===== src/rtl/gpio_scan_ctrl_pkg.sv =====
// rtl/gpio_scan_ctrl_pkg.sv - frame geometry and FSM state type for gpio_scan_ctrl
package gpio_scan_ctrl_pkg;

   localparam int CHAIN_W_DEF = 112;

   // Field LSB positions; the frame is shifted MSB first, sel at the top
   localparam int OFF_WMASK1  = 0;
   localparam int OFF_WEB1    = 4;
   localparam int OFF_CSB1    = 5;
   localparam int OFF_DIN1    = 6;
   localparam int OFF_ADDR1   = 38;
   localparam int OFF_WMASK0  = 54;
   localparam int OFF_WEB0    = 58;
   localparam int OFF_CSB0    = 59;
   localparam int OFF_DIN0    = 60;
   localparam int OFF_ADDR0   = 92;
   localparam int OFF_SEL     = 108;

   localparam logic [3:0] SEL_LOOPBACK = 4'hF;

   typedef enum logic [2:0] {
      ST_IDLE,
      ST_SHIFT,
      ST_ACCESS,
      ST_CAPTURE,
      ST_LOAD
   } state_t;

endpackage


===== src/rtl/gpio_scan_ctrl.sv =====
// rtl/gpio_scan_ctrl.sv - GPIO scan chain driving two SRAM ports, with read-back capture
// Optional macro SCAN_LOOPBACK_EN: sram_sel=4'hF reads an internal echo register instead of dout.
module gpio_scan_ctrl
   import gpio_scan_ctrl_pkg::*;
#(
   parameter int CHAIN_W = CHAIN_W_DEF
) (
   input  logic        clk,
   input  logic        resetn,
   input  logic        gpio_in,
   input  logic        gpio_scan,
   input  logic        gpio_sram_load,
   input  logic        global_csb,
   output logic        gpio_out,
   output logic [3:0]  sram_sel,
   output logic        csb0,
   output logic        web0,
   output logic [3:0]  wmask0,
   output logic [15:0] addr0,
   output logic [31:0] din0,
   input  logic [31:0] dout0,
   output logic        csb1,
   output logic        web1,
   output logic [3:0]  wmask1,
   output logic [15:0] addr1,
   output logic [31:0] din1,
   input  logic [31:0] dout1,
   output logic        busy
);

   localparam logic [CHAIN_W-1:0] CHAIN_RST =
      (CHAIN_W'(1) << OFF_CSB0) | (CHAIN_W'(1) << OFF_CSB1);

   logic [CHAIN_W-1:0] r_chain;
   logic [31:0]        r_cap0;
   logic [31:0]        r_cap1;
   logic               r_acc0;
   logic               r_acc1;
   state_t             r_state;
   state_t             w_state_nxt;
   logic               w_csb0;
   logic               w_csb1;
   logic [31:0]        w_src0;
   logic [31:0]        w_src1;

   assign gpio_out = r_chain[CHAIN_W-1];
   assign sram_sel = r_chain[OFF_SEL +: 4];
   assign addr0    = r_chain[OFF_ADDR0 +: 16];
   assign din0     = r_chain[OFF_DIN0 +: 32];
   assign web0     = r_chain[OFF_WEB0];
   assign wmask0   = r_chain[OFF_WMASK0 +: 4];
   assign addr1    = r_chain[OFF_ADDR1 +: 16];
   assign din1     = r_chain[OFF_DIN1 +: 32];
   assign web1     = r_chain[OFF_WEB1];
   assign wmask1   = r_chain[OFF_WMASK1 +: 4];

   // Scan or load in the same cycle as the strobe kills the access outright
   assign w_csb0 = r_chain[OFF_CSB0] | global_csb | gpio_scan | gpio_sram_load;
   assign w_csb1 = r_chain[OFF_CSB1] | global_csb | gpio_scan | gpio_sram_load;
   assign csb0   = w_csb0;
   assign csb1   = w_csb1;
   assign busy   = (r_state != ST_IDLE);

   always_comb begin
      w_state_nxt = ST_IDLE;
      if (r_state == ST_ACCESS) begin
         w_state_nxt = ST_CAPTURE;
      end else if (gpio_scan) begin
         w_state_nxt = ST_SHIFT;
      end else if (gpio_sram_load) begin
         w_state_nxt = ST_LOAD;
      end else if (!global_csb) begin
         w_state_nxt = ST_ACCESS;
      end
   end

   always_ff @(posedge clk or negedge resetn) begin
      if (!resetn) begin
         r_state <= ST_IDLE;
      end else begin
         r_state <= w_state_nxt;
      end
   end

`ifdef SCAN_LOOPBACK_EN
   logic [31:0] r_echo;

   always_ff @(posedge clk or negedge resetn) begin
      if (!resetn) begin
         r_echo <= '0;
      end else if (!w_csb0 && !web0 && (sram_sel == SEL_LOOPBACK)) begin
         r_echo <= din0;
      end
   end

   assign w_src0 = (sram_sel == SEL_LOOPBACK) ? r_echo : dout0;
   assign w_src1 = (sram_sel == SEL_LOOPBACK) ? r_echo : dout1;
`else
   assign w_src0 = dout0;
   assign w_src1 = dout1;
`endif

   // SRAM read data is valid the cycle after the access, so the access flag is pipelined
   always_ff @(posedge clk or negedge resetn) begin
      if (!resetn) begin
         r_acc0 <= 1'b0;
         r_acc1 <= 1'b0;
         r_cap0 <= '0;
         r_cap1 <= '0;
      end else begin
         r_acc0 <= ~w_csb0;
         r_acc1 <= ~w_csb1;
         if (r_acc0) begin
            r_cap0 <= w_src0;
         end
         if (r_acc1) begin
            r_cap1 <= w_src1;
         end
      end
   end

   always_ff @(posedge clk or negedge resetn) begin
      if (!resetn) begin
         r_chain <= CHAIN_RST;
      end else if (gpio_scan) begin
         r_chain <= {r_chain[CHAIN_W-2:0], gpio_in};
      end else if (gpio_sram_load) begin
         r_chain[OFF_DIN0 +: 32] <= r_cap0;
         r_chain[OFF_DIN1 +: 32] <= r_cap1;
      end
   end

endmodule


===== config.mk =====
export PLATFORM = sky130hd
export DESIGN_NAME = gpio_scan_ctrl
export DESIGN_NICKNAME = d
export VERILOG_FILES = /design/src/rtl/gpio_scan_ctrl_pkg.sv /design/src/rtl/gpio_scan_ctrl.sv
export SDC_FILE = /design/constraint.sdc
export NUM_CORES = 1
export LEC_CHECK = 0
export CELL_PAD_IN_SITES_DETAIL_PLACEMENT = 1
export CELL_PAD_IN_SITES_GLOBAL_PLACEMENT = 1
export CORE_UTILIZATION = 40
export DETAILED_ROUTE_END_ITERATION = 8
export PLACE_DENSITY_LB_ADDON = 0.1
export SLEW_MARGIN = 20
export SYNTH_ARGS = -nofsm -noshare
export SYNTH_HDL_FRONTEND = slang
export SYNTH_SLANG_ARGS = --single-unit

===== constraint.sdc =====
create_clock -name clk -period 1.65 [get_ports clk]
set_input_delay 0.165 -clock clk [delete_from_list [all_inputs] [get_ports clk]]
set_output_delay 0.165 -clock clk [all_outputs]
set_load 0.02 [all_outputs]

==> metrics.txt, run 1 <==
Hold Vio Cnt, Final 0; Synth area leaders dfrtp_1 55%, mux2_2 15%, buf_4 11%; Worst Setup EP din1[30]; fraction of registers with async set/reset 100.0%; die width 144.3 µm; Filler Cell Count 2044; crit path time final 1.615 ns; clock share of power 23.8%; FP Rows 51; CP bufs+invs 1; status complete, no violations; WS Path Type flip-flop to primary output; Wirelength per Cell about 18 µm; Reg clk slew, reported paths 0.07 ns; reg2reg setup slack 0.48 ns; via count 4734; area of the multi-input gates 2526 µm²; nets@finish slightly below 800; main flop type after synthesis dfrtp_1; total power draw 16.19 mW; IO Port Bufs around 180; Comb power frac 32.9%; synthesized cell area 8094 µm²; worst r2r path cells 2; Non-Filler Instances 990; post-place setup slack -0.2992 ns; CP max-delay cell clkdlybuf4s50_1; worst skew pair latency approximately 0.42 ns; pin count of the biggest net entering global routing 94; commonest cells in the synthesized netlist 179 x dfrtp_1, 115 x buf_4, 108 x mux2_2; Critical Path Fanout Max 3; CTS Buf Count 17; critical path depth 1; vias per cell 4.782; Power Internal 10.94 mW; final setup margin 0.03483 ns; family with the most delay on the worst path buffers and inverters; grt total ovfl 0; crit path launch type flip-flop; Area Growth Syn to Fin 24.19%; ordered cell list for the critical path clkdlybuf4s50_1; DRC viols 0; slew margin rel. 65.87%; Max rail drop VDD 724.2 µV; share of layout cells above drive strength 1 21.79%; syn nets 710; LEAKAGE 4.722 nW; number of flops mapped to enable cells by yosys 0; max-cap violations 0; Syn Inst Count 640; worst hold path type input pin to flip-flop; first-pass GRT wire length ~28000 µm; clk root buf clkbuf_16; # diodes 0; CP required 1.48 ns; Distinct cells, synth 19; Bufs on Longest Clock Path 2; CP max stage delay 0.65 ns; WHS 0.1452 ns; fin crit share 97.89%; Final Max Slew Viols 0; Metal-1 WL between 7000 and 8000 µm; mean post-synth cell area about 13 µm²; Seq pwr share 43.3%; worst-case clock skew 0.006049 ns; I/O pins 184; RePlAce Congestion roughly 0.76; worst path arrival time 1.45 ns; sw frac 32.41%; Critical Path Start r_chain[36]$_DFFE_PN0P_; placed instance count around 960; total track usage 17.82%; FMAX a little over 600 MHz; met3 WL a little over 1000 µm; Initial Util 41.18%; Worst Setup End Kind primary output; vias in the first global route between 5000 and 6000; power density over the cells 1610 nW/µm²; YS warnings 0; Die Area 20810 µm²; final wirelength 17340 µm; #FFs+latches synth 181; Sink Count ~180; final setup violation count 0; Iteration-0 DRC Markers 136; sw power 5.246 mW; FF/Latch Area 4532 µm²; share of Yosys cell area claimed by the top area cell type 55.34%; final core occ 51.15%; Least-Margin Pin Slew between 0.5 and 0.6 ns; Final ANT Viol Nets 0; WL met2 approximately 8700 µm; Crit Reg-Reg Startpoint r_acc0$_DFF_PN0_; top sig layer met5; Die Span Y 144.3 µm; sequential fraction of the synthesis area ~56%; drt first pass iters 4; TritonCTS clock tree yes; worst r2r dst r_cap0[5]$_DFFE_PN0P_; H-tree depth reported by CTS 4; Post-DP HPWL 11670 µm; initial antenna violation count 1; count leader, synth dfrtp_1; area leader, netlist dfrtp_1; Core Area 19650 µm²
==> how the worst min path moves through the flow <==
stage / from / to / slack (ns) / depth (start not counted)
2_1_floorplan: resetn / r_acc0$_DFF_PN0_ / -0.13 / 0
3_3_place_gp: resetn / r_chain[107]$_DFFE_PN0P_ / 0.13 / 1
3_5_place_dp: resetn / r_chain[107]$_DFFE_PN0P_ / 0.13 / 1
4_1_cts: gpio_sram_load / r_acc0$_DFF_PN0_ / 0.13 / 4
5_1_grt: gpio_scan / r_acc0$_DFF_PN0_ / 0.15 / 4
6_report: gpio_scan / r_acc0$_DFF_PN0_ / 0.15 / 4
==> routing by layer <==
metal  up-vias  track usage, %
met5         -               0
met3        17           5.497
met4         2           5.651
met2       113           29.98
met1      2394           21.81
li1       2208               -
==> through the flow <==
step                instance area [µm²]  setup TNS [ns]
finish                            10050               0
global route                      10050      -0.0007013
CTS                                9983               0
detailed placement                 9429         -0.5360
global placement                   9429         -0.5120
floorplan                          8094               0
==> cells by family (layout without fill, tap and decap cells) <==
kind of cell,Yosys count,after routing,synth area share (%)
flip-flops,181,181,55.99
multiplexers,176,176,23.50
buffers and inverters,145,230,12.83
AND/OR/NAND/NOR,71,71,3.447
AO/OA/AOI/OAI,67,67,4.236
==> area by class of cell <==
| class | count | area share, % |
|---|---|---|
| timing repair buffer | 196 | 20.92 |
| multi-input combinational | 314 | 25.13 |
| inverter | 2 | 0.07468 |
| clock inverter | 11 | 1.008 |
| tap | 265 | 3.298 |
| sequential | 181 | 45.08 |
| clock buffer | 21 | 4.481 |
==> cell usage in the layout (no fill, tap or decap), drive strengths merged, types with 2 or more instances in the layout <==
cell and instances:
clkinv 4, nand2 65, clkinvlp 4, dlymetal6s2s 31, clkdlybuf4s50 140, mux2 112
dfstp 2, clkbuf 22, dfrtp 179, or2 2, buf 16, o21ai 64
dlygate4sd2 7, mux2i 64, inv 4, nor2 3
==> timing repair <==
item / in CTS / in global routing
setup buffers: 0 / 0
hold endpoints to repair: 39 / 0
hold buffers: 1 / 0
pin swaps: 0 / 0
gates resized for setup: 12 / 35
endpoints found under the setup margin: 9 / 34
==> state kept, by name (all words and copies together) (netlist names) <==
signal,count
r_chain,112
r_acc0,1
r_acc1,1
r_state,3
r_cap1,32
r_cap0,32
==> power groups by stage <==
stage / clock [mW] / sequential, mW / combinational, mW
floorplan: 0 / 6.78 / 4.25
global placement: 0 / 7.02 / 5.34
detailed placement: 0 / 7.13 / 5.48
CTS: 3.99 / 7.05 / 5.47
global route: 4.16 / 7.25 / 5.72
finish: 3.86 / 7.01 / 5.32
Power figures use the tool's default switching activity.
==> run 2, diff against run 1 <==
MAX_ROUTING_LAYER = met4   (was unset)
clock period = 1.7 ns   (was 1.65 ns; I/O delays follow)
==> run 2 against run 1 <==
  * Register-to-register slack better by 0.06 ns
  * Final area is 0.56% lower
  * Global-route usage is 0.16 points higher
  * Critical path type is now input pin to primary output
  * Die area stayed put
==> metrics.txt, run 2 (synthesis gave the netlist of run 1 again) <==
commonest cells after routing, fill and taps aside 179 x dfrtp_1, 176 x clkdlybuf4s50_1, 108 x mux2_2, 65 x nand2_1, 64 x mux2i_1; Least-Margin Pin Slew 0.6152 ns; area of the multi-input gates around 2500 µm²; CP max-delay cell clkdlybuf4s50_1; first-pass GRT wire length 27500 µm; WS Path Type input pin to primary output; Filler Cell Count ~2000; nets@finish 781; final setup violation count 0; Max rail drop VDD between 600 and 700 µV; Initial Util 41.18%; FP Rows 51; biggest regs r_chain (112), r_cap0 (32), r_cap1 (32); Final Max Slew Viols 0; GR peak layer met2; met1 GRT Util 22.51%; Placement Cell Area 9384 µm²; Iteration-0 DRC Markers 145; share of layout cells above drive strength 1 21.47%; initial antenna violation count 0; CP bufs+invs 2; critical path depth 4; grt total ovfl 0; # diodes 0; DRC viols 0; Wirelength per Cell 17.42 µm; power density over the cells between 1500 and 2000 nW/µm²; vias in the first global route 5131; max-cap violations 0; die width 144.3 µm; Biggest register r_chain; Hold Vio Cnt, Final 0; design area around 10000 µm²; TritonCTS clock tree yes; CP required 1.53 ns; drt first pass iters 4; status complete, no violations; Die Span Y 144.3 µm; Crit Reg-Reg Startpoint r_acc0$_DFF_PN0_; FF/Latch Area 4532 µm²; CTS Buf Count 17; Post-DP HPWL 11450 µm; most common cell after layout, fill and taps aside dfrtp_1; clk root buf clkbuf_16; postcts setup bufs 0; final core occ about half; FMAX 596.8 MHz; Critical Path Start global_csb; worst hold path type input pin to async pin; Core Area 19650 µm²; crit path time final roughly 1.7 ns; Reg clk slew, reported paths 0.07 ns; family with the most delay on the worst path buffers and inverters; fin crit share 98.57%; H-tree depth reported by CTS 4; slew margin rel. roughly three fifths; final wirelength approximately 17000 µm; RSZ-0062 raised after global routing no; via count ~4700; M3 GR Usage 3.841%; max reg flops 112; LEAKAGE 4.344 nW; vias per cell 4.790; worst skew pair latency 0.42 ns; worst r2r path cells 2; RePlAce Congestion 0.7663; total negative slack 0 ns; I/O pins 184; Sink Count 181; IO Port Bufs approximately 180; crit path launch type input pin; total track usage 17.99%; total power draw 16.12 mW; met2 GRT Util between 20% and 30%; Final ANT Viol Nets 0; Die Area between 20000 and 25000 µm²; Worst Setup End Kind primary output; worst path arrival time between 1.5 and 2 ns; pin count of the biggest net entering global routing just under 90; worst-case clock skew 0.008666 ns; Area Growth Syn to Fin 23.50%; ordered cell list for the critical path clkdlybuf4s50_1, or3_4, or2_1, clkdlybuf4s15_1; Critical Path Fanout Max 3; Bufs on Longest Clock Path 2; CP max stage delay 0.40 ns
## run 2: changes by cell type in the layout (fill, tap and decap cells not counted), moves of 3 or more
cell	previous run	this run
dlygate4sd2_1	7	2
dlymetal6s2s_1	31	0
clkdlybuf4s50_1	140	176
buf_12	9	6
clkbuf_1	3	0
## run 2: stage by stage
| step | setup slack, ns | instances | hold WS (ns) |
|---|---|---|---|
| 6_report | 0.02435 | 987 | 0.1267 |
| 2_1_floorplan | 0.5742 | 640 | -0.1256 |
| 4_1_cts | 0.01040 | 987 | 0.1026 |
| 5_1_grt | 0.003999 | 987 | 0.1194 |
| 3_5_place_dp | -0.2355 | 956 | -0.01398 |
| 3_3_place_gp | -0.2424 | 956 | -0.01580 |
## run 2: area by class of cell
type	instances	area share (%)
clock buffer	19	4.531
timing repair buffer	195	19.98
clock inverter	11	1.515
multi-input combinational	314	25.25
sequential	181	45.34
tap	265	3.317
inverter	2	0.07510
## run 2: repair_timing
action,in CTS,in global routing
resized for setup,5,1
gates cloned,0,0
pin swaps,0,0
hold endpoints to repair,179,0
endpoints found under the setup margin,4,1
hold buffers,1,0
## run 2: per-layer routing
layer  wire, µm  share of wire, %
met1       7756                45
met2       8578                50
met3        687               4.0
met4        171              0.99
met5          0                 0
## run 2: power breakdown
part | switching, mW | internal, mW | total, mW
clock | 1.69 | 2.39 | 4.08
sequential | 1.03 | 5.79 | 6.82
combinational | 2.39 | 2.83 | 5.22
## run 2: worst paths after layout
check                      slack, ns                  endpoint
setup / recovery                0.02                      csb0
hold / removal                  0.13  r_chain[107]$_DFFE_PN0P_
setup reg to reg                0.54     r_cap0[8]$_DFFE_PN0P_
hold reg to reg                 0.47      r_state[1]$_DFF_PN0_
max in group asynchronous       0.76     r_cap1[0]$_DFFE_PN0P_
min in group clk                0.17          r_acc0$_DFF_PN0_
